File: src/rtl/alu_arbiter_if.sv
// Request/response bundle between NUM_REQ Alu clients and the shared arbiter.
// Request fields are packed per requester; the response side is a single slot.
interface alu_arbiter_if #(
  parameter int NUM_REQ = 4,
  parameter int ID_W    = $clog2(NUM_REQ)
);
  logic [NUM_REQ-1:0]    req_valid;
  logic [NUM_REQ-1:0]    req_ready;
  logic [NUM_REQ-1:0]    req_lock;
  logic [NUM_REQ*4-1:0]  req_ctrl;
  logic [NUM_REQ*32-1:0] req_op1;
  logic [NUM_REQ*32-1:0] req_op2;

  logic                  rsp_valid;
  logic                  rsp_ready;
  logic [ID_W-1:0]       rsp_id;
  logic [31:0]           rsp_result;
  logic                  rsp_zero;
  logic [31:0]           grant_count;

  modport master (
    output req_valid, req_lock, req_ctrl, req_op1, req_op2, rsp_ready,
    input  req_ready, rsp_valid, rsp_id, rsp_result, rsp_zero, grant_count
  );

  modport slave (
    input  req_valid, req_lock, req_ctrl, req_op1, req_op2, rsp_ready,
    output req_ready, rsp_valid, rsp_id, rsp_result, rsp_zero, grant_count
  );
endinterface

File: src/rtl/alu_arbiter.sv
// Round-robin arbiter with burst lock sharing one Alu among NUM_REQ requesters.
// One-cycle latency into a single response slot; no grant while the slot is full and not draining.
module alu_arbiter #(
  parameter int NUM_REQ = 4,
  parameter int ID_W    = $clog2(NUM_REQ)
) (
  input  logic         clock,
  input  logic         reset_n,
  alu_arbiter_if.slave bus
);

  localparam logic [0:0] ST_UNLOCKED = 1'b0;
  localparam logic [0:0] ST_LOCKED   = 1'b1;

  localparam logic [3:0] OP_SLL = 4'd0;
  localparam logic [3:0] OP_SRL = 4'd1;
  localparam logic [3:0] OP_SRA = 4'd2;
  localparam logic [3:0] OP_ADD = 4'd3;
  localparam logic [3:0] OP_SUB = 4'd4;
  localparam logic [3:0] OP_AND = 4'd5;
  localparam logic [3:0] OP_OR  = 4'd6;
  localparam logic [3:0] OP_XOR = 4'd7;
  localparam logic [3:0] OP_NOR = 4'd8;
  localparam logic [3:0] OP_SLT = 4'd9;
  localparam logic [3:0] OP_LUI = 4'd10;

  typedef struct packed {
    logic [ID_W-1:0] id;
    logic [31:0]     result;
    logic            zero;
  } rsp_t;

  logic [0:0]      state;
  logic [ID_W-1:0] ptr;
  logic [ID_W-1:0] owner;
  logic            slot_vld;
  rsp_t            slot;
  logic [31:0]     grant_cnt;

  logic            free;
  logic            win_vld;
  logic [ID_W-1:0] winner;
  logic            accept;
  logic [ID_W:0]   scan_idx;
  logic [ID_W-1:0] scan_sel;
  logic [31:0]     alu_res;
  rsp_t            alu_rsp;

  logic [3:0]  ctrl_a [NUM_REQ];
  logic [31:0] op1_a  [NUM_REQ];
  logic [31:0] op2_a  [NUM_REQ];

  for (genvar g = 0; g < NUM_REQ; g++) begin : g_unpack
    assign ctrl_a[g] = bus.req_ctrl[4*g +: 4];
    assign op1_a[g]  = bus.req_op1[32*g +: 32];
    assign op2_a[g]  = bus.req_op2[32*g +: 32];
  end

  function automatic logic [31:0] alu_eval(input logic [3:0] ctrl,
                                           input logic [31:0] a,
                                           input logic [31:0] b);
    logic [31:0] r;
    r = '0;
    case (ctrl)
      OP_SLL:  r = a << b[4:0];
      OP_SRL:  r = a >> b[4:0];
      OP_SRA:  r = $unsigned($signed(a) >>> b[4:0]);
      OP_ADD:  r = a + b;
      OP_SUB:  r = a - b;
      OP_AND:  r = a & b;
      OP_OR:   r = a | b;
      OP_XOR:  r = a ^ b;
      OP_NOR:  r = ~(a | b);
      OP_SLT:  r = {31'd0, (a < b)};
      OP_LUI:  r = a << 16;
      default: r = '0;
    endcase
    return r;
  endfunction

  function automatic logic [ID_W-1:0] next_idx(input logic [ID_W-1:0] i);
    logic [ID_W-1:0] n;
    if (i == ID_W'(NUM_REQ - 1)) n = '0;
    else                         n = i + 1'b1;
    return n;
  endfunction

  // A full slot may still accept when the consumer drains it this same edge.
  assign free = !slot_vld || bus.rsp_ready;

  always_comb begin
    win_vld  = 1'b0;
    winner   = '0;
    scan_idx = '0;
    scan_sel = '0;
    if (state == ST_LOCKED) begin
      // Owner keeps exclusive eligibility; everyone else stalls even if it idles.
      win_vld = bus.req_valid[owner];
      winner  = owner;
    end else begin
      for (int k = 0; k < NUM_REQ; k++) begin
        scan_idx = {1'b0, ptr} + (ID_W+1)'(k);
        if (scan_idx >= (ID_W+1)'(NUM_REQ)) scan_idx = scan_idx - (ID_W+1)'(NUM_REQ);
        scan_sel = scan_idx[ID_W-1:0];
        if (!win_vld && bus.req_valid[scan_sel]) begin
          win_vld = 1'b1;
          winner  = scan_sel;
        end
      end
    end
  end

  assign accept        = reset_n && free && win_vld;
  assign bus.req_ready = accept ? (NUM_REQ'(1) << winner) : '0;

  assign alu_res        = alu_eval(ctrl_a[winner], op1_a[winner], op2_a[winner]);
  assign alu_rsp.id     = winner;
  assign alu_rsp.result = alu_res;
  assign alu_rsp.zero   = (alu_res == 32'd0);

  always_ff @(posedge clock) begin
    if (!reset_n) begin
      state     <= ST_UNLOCKED;
      ptr       <= '0;
      owner     <= '0;
      slot_vld  <= 1'b0;
      slot      <= '0;
      grant_cnt <= '0;
    end else begin
      if (accept) begin
        slot_vld  <= 1'b1;
        slot      <= alu_rsp;
        grant_cnt <= grant_cnt + 32'd1;
        case (state)
          ST_UNLOCKED: begin
            ptr <= next_idx(winner);
            if (bus.req_lock[winner]) begin
              state <= ST_LOCKED;
              owner <= winner;
            end
          end
          default: begin
            // Pointer was frozen for the whole burst; resume after the owner.
            if (!bus.req_lock[owner]) begin
              state <= ST_UNLOCKED;
              ptr   <= next_idx(owner);
            end
          end
        endcase
      end else if (bus.rsp_ready) begin
        slot_vld <= 1'b0;
      end
    end
  end

  assign bus.rsp_valid   = slot_vld;
  assign bus.rsp_id      = slot.id;
  assign bus.rsp_result  = slot.result;
  assign bus.rsp_zero    = slot.zero;
  assign bus.grant_count = grant_cnt;

  a_ready_onehot: assert property (@(posedge clock) disable iff (!reset_n)
    $onehot0(bus.req_ready));

  a_no_grant_when_full: assert property (@(posedge clock) disable iff (!reset_n)
    (slot_vld && !bus.rsp_ready) |-> (bus.req_ready == '0));

endmodule
File: src/flat_wrapper.sv
// flat-port wrapper written by rule: the top's interface ports become plain ports
module alu_arbiter_flat 
#(
  parameter int NUM_REQ = 4,
  parameter int ID_W    = $clog2(NUM_REQ)
)
  (clock, reset_n, bus_req_valid, bus_req_lock, bus_req_ctrl, bus_req_op1, bus_req_op2, bus_rsp_ready, bus_req_ready, bus_rsp_valid, bus_rsp_id, bus_rsp_result, bus_rsp_zero, bus_grant_count);
  alu_arbiter_if #(.NUM_REQ(NUM_REQ), .ID_W(ID_W)) bus_i ();
  input  logic clock;
  input  logic reset_n;
  input wire logic [$bits(bus_i.req_valid)-1:0] bus_req_valid;
  input wire logic [$bits(bus_i.req_lock)-1:0] bus_req_lock;
  input wire logic [$bits(bus_i.req_ctrl)-1:0] bus_req_ctrl;
  input wire logic [$bits(bus_i.req_op1)-1:0] bus_req_op1;
  input wire logic [$bits(bus_i.req_op2)-1:0] bus_req_op2;
  input wire logic [$bits(bus_i.rsp_ready)-1:0] bus_rsp_ready;
  output wire logic [$bits(bus_i.req_ready)-1:0] bus_req_ready;
  output wire logic [$bits(bus_i.rsp_valid)-1:0] bus_rsp_valid;
  output wire logic [$bits(bus_i.rsp_id)-1:0] bus_rsp_id;
  output wire logic [$bits(bus_i.rsp_result)-1:0] bus_rsp_result;
  output wire logic [$bits(bus_i.rsp_zero)-1:0] bus_rsp_zero;
  output wire logic [$bits(bus_i.grant_count)-1:0] bus_grant_count;
  assign bus_i.req_valid = bus_req_valid;
  assign bus_i.req_lock = bus_req_lock;
  assign bus_i.req_ctrl = bus_req_ctrl;
  assign bus_i.req_op1 = bus_req_op1;
  assign bus_i.req_op2 = bus_req_op2;
  assign bus_i.rsp_ready = bus_rsp_ready;
  assign bus_req_ready = bus_i.req_ready;
  assign bus_rsp_valid = bus_i.rsp_valid;
  assign bus_rsp_id = bus_i.rsp_id;
  assign bus_rsp_result = bus_i.rsp_result;
  assign bus_rsp_zero = bus_i.rsp_zero;
  assign bus_grant_count = bus_i.grant_count;
  alu_arbiter #(.NUM_REQ(NUM_REQ), .ID_W(ID_W)) u_core (.clock(clock), .reset_n(reset_n), .bus(bus_i));
endmodule
File: config.mk
export PLATFORM = sky130hd
export DESIGN_NAME = alu_arbiter_flat
export DESIGN_NICKNAME = d
export VERILOG_FILES = /design/src/rtl/alu_arbiter_if.sv /design/src/rtl/alu_arbiter.sv /design/src/flat_wrapper.sv
export SDC_FILE = /design/constraint.sdc
export NUM_CORES = 1
export LEC_CHECK = 0
export ABC_AREA = 1
export CAP_MARGIN = 0
export CORE_MARGIN = 3
export CORE_UTILIZATION = 58
export CTS_BUF_LIST = sky130_fd_sc_hd__clkbuf_16
export CTS_CLUSTER_DIAMETER = 100
export DETAILED_ROUTE_END_ITERATION = 8
export DONT_BUFFER_PORTS = 1
export GPL_ROUTABILITY_DRIVEN = 0
export MAX_ROUTING_LAYER = met4
export PLACE_DENSITY = 0.8
export REMOVE_ABC_BUFFERS = 1
export SYNTH_ARGS = -nofsm -noshare
export SYNTH_HDL_FRONTEND = slang
export SYNTH_SLANG_ARGS = --single-unit
File: constraint.sdc
create_clock -name clock -period 4.8 [get_ports clock]
set_input_delay 0.48 -clock clock [delete_from_list [all_inputs] [get_ports clock]]
set_output_delay 0.48 -clock clock [all_outputs]
set_load 0.05 [all_outputs]
==> impl_metrics.env, run 1 <==
export IMPL_avgSynthCellArea_um2=5.39
export IMPL_stop_stage="global routing (5_1_grt)"
export IMPL_cts_buffers=9
export IMPL_cts_root_buf="clkbuf_16"
export IMPL_die_x_um=174
export IMPL_yosys_top_cells_area="nand2_1 (18%), nand3_1 (16%), dfxtp_1 (8.9%)"
export IMPL_cts_buffer_depth=2
export IMPL_synth_top_area_share_pct=18.2
export IMPL_syn_instance_count=3029
export IMPL_initial_utilization_pct=59.8
export IMPL_pin_count=355
export IMPL_synth_top_area_cell="nand2_1"
export IMPL_yosys_warnings=0
export IMPL_syn_area_um2=16300
export IMPL_status="did not finish"
export IMPL_synth_common_cells="nand2_1 (791), nand3_1 (525), inv_1 (317)"
export IMPL_stop_error="[ERROR GRT-0232] Routing congestion too high. Check the congestion heatmap in the GUI."
export IMPL_dominantRegCellSynth="dfxtp_1"
export IMPL_ys_seq_area_share_pct=8.95
export IMPL_postGrtWorstEndpoint="u_core.bus.rsp_zero$_SDFFE_PN0P_/D"
export IMPL_clock_sinks=73
export IMPL_hpwl_um=54500
export IMPL_rows=60
export IMPL_ys_types=52
export IMPL_worst_ep_kind="register data pin"
export IMPL_grtUsageTotal_pct=76.6
export IMPL_synth_edf_count=0
export IMPL_chipHeight_um=174
export IMPL_portBuffers=0
export IMPL_synth_seq_cells=73
export IMPL_async_flop_share_pct=0
export IMPL_grt_overflow=102
export IMPL_yosysMostFrequentCell="nand2_1"
export IMPL_cts_htree_levels=3
export IMPL_grt_max_degree=76
export IMPL_dp_cells=3592
[repair_timing]
| action | CTS |
|---|---|
| pin swaps | 81 |
| hold buffers | 0 |
| setup endpoints to repair | 29 |
| gates cloned | 4 |
| buffers inserted | 32 |
| hold endpoints to repair | 0 |
| resized for setup | 246 |
[layer usage]
| layer | global-route usage (%) | overflow |
|---|---|---|
| met1 | 73.6 | 3 |
| met4 | 75.0 | 33 |
| met3 | 64.9 | 6 |
| met2 | 89.9 | 60 |
| met5 | - | - |
[per-stage QoR]
stage / setup TNS [ns] / utilization [%] / worst slack (ns) / area (um2)
global placement: -3.95 / 68.5 / -0.455 / 18700
floorplan: -98.90 / - / -3.74 / 15400
CTS: -0.579 / 74.8 / -0.195 / 20400
detailed placement: -8.73 / 68.5 / -0.706 / 18700
[cell families after synthesis]
kind of cell / after synthesis / synth area share [%]
xor+xnor: 39 / 2.09
flops: 73 / 8.95
compound gates: 433 / 15.3
buf+inv: 513 / 13.7
fa+ha+maj: 112 / 8.67
simple gates: 1859 / 51.3
==> run 2, diff against run 1 <==
CORE_UTILIZATION = 40   (was 58)
CTS_BUF_LIST = unset   (was sky130_fd_sc_hd__clkbuf_16)
CTS_CLUSTER_DIAMETER = unset   (was 100)
MAX_ROUTING_LAYER = unset   (was met4)
PLACE_DENSITY = unset   (was 0.8)
PLACE_DENSITY_LB_ADDON = 0.15   (was unset)
clock period = 6.2 ns   (was 4.8 ns; I/O delays follow)
==> run 2 against run 1 <==
Against the previous run:
- the flow now finishes without violations
- synthesized area unchanged
- synthesized cell count unchanged
==> impl_metrics.env, run 2 <==
export IMPL_most_common_layout_cells="nand2_1 (789), nand3_1 (525), inv_1 (315)"
export IMPL_ys_seq_area_share_pct=8.95
export IMPL_fmax_ghz=0.172
export IMPL_rows=73
export IMPL_cap_viol_max_count=0
export IMPL_dominantRegCellSynth="dfxtp_1"
export IMPL_initial_utilization_pct=40.8
export IMPL_whs_path_depth=1
export IMPL_synth_common_cells="nand2_1 (791), nand3_1 (525), inv_1 (317)"
export IMPL_cts_buffers=9
export IMPL_grt_max_degree=76
export IMPL_cp_end_kind="register"
export IMPL_min_path_type="input pin to register"
export IMPL_syn_area_um2=16300
export IMPL_hpwl_um=55300
export IMPL_dp_cells=3442
export IMPL_crit_required_ns=6.46
export IMPL_drc_errors=0
export IMPL_stdcell_count=3462
export IMPL_layout_min_cycle_time_ns=5.83
export IMPL_grt_overflow=0
export IMPL_r2r_slack_ns=0.37
export IMPL_cts_htree_levels=3
export IMPL_place_area_um2=16600
export IMPL_yosysMostFrequentCell="nand2_1"
export IMPL_r2r_end="u_core.bus.rsp_zero$_SDFFE_PN0P_"
export IMPL_ant_nets=0
export IMPL_start_kind="register"
export IMPL_worst_pin_slew_ns=0.965
export IMPL_critPathKind="register to register"
export IMPL_cts_tree="yes"
export IMPL_regArea_um2=1460
export IMPL_final_net_count=3324
export IMPL_min_from="bus_rsp_ready"
export IMPL_cpMostUsedCell="nand2_1"
export IMPL_first_iter_violations=2704
export IMPL_post_route_util_pct=42.6
export IMPL_avgSynthCellArea_um2=5.39
export IMPL_grt_pass1_wl_um=107000
export IMPL_area_growth_synth_to_final_pct=4.26
export IMPL_setup_violations_final=0
export IMPL_rr_startpoint="u_core.ptr[0]$_SDFFE_PN0P_"
export IMPL_cpPeakStageDelay_ns=0.53
export IMPL_reg2reg_depth=37
export IMPL_clk_latency_ns=0.33
export IMPL_final_common_cell="nand2_1"
export IMPL_hold_buffers=0
export IMPL_dr_pass1_iters=7
export IMPL_fin_ws_ns=0.372
export IMPL_wirelength_um=70500
export IMPL_clk_pin_slew_ns=0.06
export IMPL_place_ws_ns=-0.0321
export IMPL_min_to="u_core.bus.rsp_valid$_SDFFE_PN0P_"
export IMPL_yosys_top_cells_area="nand2_1 (18%), nand3_1 (16%), dfxtp_1 (8.9%)"
export IMPL_wl_per_cell_um=20.4
export IMPL_worstPathMaxFanout=45
export IMPL_synth_edf_count=0
export IMPL_clock_sinks=73
export IMPL_multi_input_area_um2=12700
export IMPL_chipHeight_um=208
export IMPL_slew_headroom_pct=35.4
export IMPL_syn_instance_count=3029
export IMPL_synth_top_area_share_pct=18.2
export IMPL_synth_seq_cells=73
export IMPL_fin_crit_sh_pct=94.0
export IMPL_skew_ns=0.00765
export IMPL_vias_per_cell=5.93
export IMPL_num_vias=20522
export IMPL_drive_gt1_share_pct=9.51
export IMPL_cpMaxStageDelayCell="ha_1"
export IMPL_grtUsageTotal_pct=30.4
export IMPL_status="completed"
export IMPL_finalInstanceArea_um2=17000
export IMPL_ys_types=52
export IMPL_hold_viol=0
export IMPL_fill_cells=4565
export IMPL_grt_pass1_vias=18808
export IMPL_portBuffers=0
export IMPL_pin_count=355
export IMPL_die_area_um2=43300
export IMPL_critPathArrivalTime_ns=6.08
export IMPL_die_x_um=208
export IMPL_yosys_warnings=0
export IMPL_async_flop_share_pct=0
export IMPL_maxSlewViolCount=0
export IMPL_synth_top_area_cell="nand2_1"
export IMPL_core_area_um2=40000
export IMPL_antenna_found_initial=2
export IMPL_cts_buffer_depth=2
export IMPL_rsz0062_at_grt="no"
export IMPL_cts_root_buf="clkbuf_16"
-- run 2: cell counts after synthesis --
No cell type changed its count.
-- run 2: worst max-delay path, delay by kind of cell (launching register included) --
kind	cells	cell delay [ns]
fa+ha+maj	1	0.53
flops	1	0.42
compound gates	4	1.20
xor+xnor	1	0.20
simple gates	26	2.59
buf+inv	5	0.73
-- run 2: through the flow --
| step | setup TNS, ns | hold slack (ns) |
|---|---|---|
| global route | 0 | 0.385 |
| detailed placement | -0.0321 | 0.614 |
| global placement | -0.00345 | 0.613 |
| floorplan | -55.38 | 0.513 |
| finish | 0 | 0.388 |
| CTS | 0 | 0.380 |
-- run 2: timing repair --
item                                    CTS  global route
gates resized for setup                   1            24
endpoints found under the setup margin    1             9
pin swaps                                 0             0
gates cloned                              0             1
buffers inserted                          0             0
-- run 2: how the worst max path moves through the flow --
stage                          startpoint                                to  depth (start not counted)
2_1_floorplan            bus_req_valid[1]  u_core.bus.rsp_zero$_SDFFE_PN0P_                         36
3_3_place_gp             bus_req_valid[1]  u_core.bus.rsp_zero$_SDFFE_PN0P_                         37
3_5_place_dp             bus_req_valid[1]  u_core.bus.rsp_zero$_SDFFE_PN0P_                         35
4_1_cts        u_core.ptr[0]$_SDFFE_PN0P_  u_core.bus.rsp_zero$_SDFFE_PN0P_                         35
5_1_grt        u_core.ptr[0]$_SDFFE_PN0P_  u_core.bus.rsp_zero$_SDFFE_PN0P_                         37
6_report       u_core.ptr[0]$_SDFFE_PN0P_  u_core.bus.rsp_zero$_SDFFE_PN0P_                         37
-- run 2: logic make-up after synthesis --
logic type,Yosys count,share of synthesized area (%)
AOI/OAI and AO/OA,433,15.3
xor gates and xnor gates,39,2.09
adders and majority gates,112,8.67
buffers and inverters,513,13.7
DFF,73,8.95
and+or+nand+nor,1859,51.3
-- run 2: final cells by class --
class | count | area share, %
inverters | 340 | 7.57
flip-flops and latches | 73 | 8.59
clock inverters | 4 | 0.301
repair buffers | 62 | 3.44
well taps | 525 | 3.86
diodes | 3 | 0.0441
clock buffers | 12 | 1.51
multi-input cells | 2443 | 74.7
-- run 2: per-layer routing --
layer / vias up / global-route usage, % / wire length [um]
li1: 9730 / - / -
met1: 9268 / 40.9 / 29100
met2: 1314 / 46.8 / 29800
met3: 208 / 6.23 / 7810
met4: 2 / 13.5 / 3690
met5: - / 0 / 21
Power of run 2 is left out: the tool's default activity adds up to more than one toggle a clock period on the data nets, which glitch-free logic cannot reach.
==> run 3, diff against run 2 <==
CORE_UTILIZATION = 30   (was 40)
==> run 3 against run 2 <==
Against the previous run:
- global-route usage fell by 5.6 points
- register-to-register slack worse by 0.13 ns
- clock skew up 0.0035 ns
- non-clock buffer count is 29 higher
- maximum frequency shrank 2.1%
- critical path type unchanged
- highest routed layer is now met4
==> impl_metrics.env, run 3 (same netlist as run 2, synthesis figures left out) <==
export IMPL_grt_max_degree=91
export IMPL_min_path_type="input pin to register"
export IMPL_clk_latency_ns=0.34
export IMPL_critPathKind="register to register"
export IMPL_grt_pass1_vias=18658
export IMPL_grtUsageTotal_pct=24.8
export IMPL_wirelength_um=75400
export IMPL_fin_crit_sh_pct=96.0
export IMPL_antenna_found_initial=1
export IMPL_num_vias=20168
export IMPL_whs_path_depth=1
export IMPL_cts_tree="yes"
export IMPL_drive_gt1_share_pct=11.1
export IMPL_status="completed"
export IMPL_fin_ws_ns=0.247
export IMPL_portBuffers=0
export IMPL_hold_buffers=0
export IMPL_cts_root_buf="clkbuf_16"
export IMPL_cp_end_kind="register"
export IMPL_setup_tns_ns=0
export IMPL_chipHeight_um=239
export IMPL_reg2reg_depth=43
export IMPL_cpMostUsedCell="nor2_1"
export IMPL_drc_errors=0
export IMPL_worstPathMaxFanout=16
export IMPL_start_kind="register"
export IMPL_cts_htree_levels=3
export IMPL_hpwl_um=59700
export IMPL_cpPeakStageDelay_ns=0.46
export IMPL_pin_count=355
export IMPL_rr_startpoint="u_core.ptr[1]$_SDFFE_PN0P_"
export IMPL_cp_num_buf_inv=9
export IMPL_most_common_layout_cells="nand2_1 (789), nand3_1 (525), inv_1 (315)"
export IMPL_min_from="bus_rsp_ready"
export IMPL_fill_cells=6131
export IMPL_grt_overflow=0
export IMPL_final_common_cell="nand2_1"
export IMPL_first_iter_violations=2255
export IMPL_clk_pin_slew_ns=0.06
export IMPL_cpMaxStageDelayCell="dfxtp_1"
export IMPL_core_area_um2=53200
export IMPL_cts_buffers=9
export IMPL_maxSlewViolCount=0
export IMPL_fmax_ghz=0.168
export IMPL_r2r_end="u_core.bus.rsp_zero$_SDFFE_PN0P_"
export IMPL_wl_per_cell_um=20.6
export IMPL_regArea_um2=1470
export IMPL_area_growth_synth_to_final_pct=7.41
export IMPL_place_ws_ns=-0.0244
export IMPL_vias_per_cell=5.52
export IMPL_dr_pass1_iters=6
export IMPL_critPathArrivalTime_ns=6.22
export IMPL_hold_viol=0
export IMPL_busiest_layer="met2"
export IMPL_ant_nets=0
export IMPL_use_met1_pct=34.1
export IMPL_critPathTopFamily="simple AND/OR/NAND/NOR gates"
export IMPL_initial_utilization_pct=30.7
export IMPL_grt_util_met3_pct=2.66
export IMPL_final_net_count=3353
export IMPL_rsz0062_at_grt="no"
export IMPL_min_to="u_core.bus.rsp_valid$_SDFFE_PN0P_"
export IMPL_grt_pass1_wl_um=111000
export IMPL_layout_min_cycle_time_ns=5.95
export IMPL_antenna_cells=0
export IMPL_die_x_um=239
export IMPL_clock_sinks=73
export IMPL_cts_buffer_depth=2
export IMPL_setup_violations_final=0
export IMPL_rows=84
export IMPL_grt_util_met2_pct=40.0
export IMPL_slew_headroom_pct=38.1
export IMPL_crit_required_ns=6.47
export IMPL_multi_input_area_um2=12800
export IMPL_worst_pin_slew_ns=0.925
export IMPL_cap_viol_max_count=0
export IMPL_die_area_um2=57300
export IMPL_r2r_slack_ns=0.25
export IMPL_skew_ns=0.0112
## run 3: changes by cell type in the layout (fill, tap and decap cells not counted), moves of 4 or more
cell     before  now
a32oi_1      27   19
a32oi_2       1    8
buf_4        53   82
o21ai_1      29   33
## run 3: cell type report
type                       count  area share, %
multi-input combinational   2443           73.2
sequential                    73           8.35
inverter                     340           7.30
tap                          688           4.91
timing repair buffer          91           4.51
clock buffer                  10           1.36
clock inverter                 6          0.385
## run 3: stage by stage
step	utilization, %	cell area (um2)	hold WS (ns)	std cells
6_report	33.0	17500	0.383	3651
5_1_grt	33.0	17500	0.389	3651
4_1_cts	32.5	17300	0.369	3648
3_5_place_dp	32.0	17000	0.610	3632
3_3_place_gp	32.0	17000	0.596	3632
2_1_floorplan	-	15400	0.513	2856
## run 3: what timing repair did
item	in CTS	in global routing
setup buffers	0	2
gates resized for setup	1	47
setup endpoints to repair	1	11
gates cloned	0	1
## run 3: worst max-delay path by stage
stage	startpoint	to	depth (start not counted)
2_1_floorplan	bus_req_valid[1]	u_core.bus.rsp_zero$_SDFFE_PN0P_	36
4_1_cts	u_core.ptr[0]$_SDFFE_PN0P_	u_core.bus.rsp_zero$_SDFFE_PN0P_	37
6_report	u_core.ptr[1]$_SDFFE_PN0P_	u_core.bus.rsp_zero$_SDFFE_PN0P_	43
3_5_place_dp	bus_req_valid[1]	u_core.bus.rsp_zero$_SDFFE_PN0P_	35
3_3_place_gp	bus_req_valid[1]	u_core.bus.rsp_zero$_SDFFE_PN0P_	35
5_1_grt	u_core.ptr[1]$_SDFFE_PN0P_	u_core.bus.rsp_zero$_SDFFE_PN0P_	37
## run 3: metal layers
| layer | routed length [um] | up-vias |
|---|---|---|
| li1 | - | 9784 |
| met1 | 33000 | 9229 |
| met2 | 33400 | 1021 |
| met3 | 5880 | 134 |
| met4 | 3130 | 0 |
| met5 | 0 | - |
Power of run 3 is left out for the same reason.
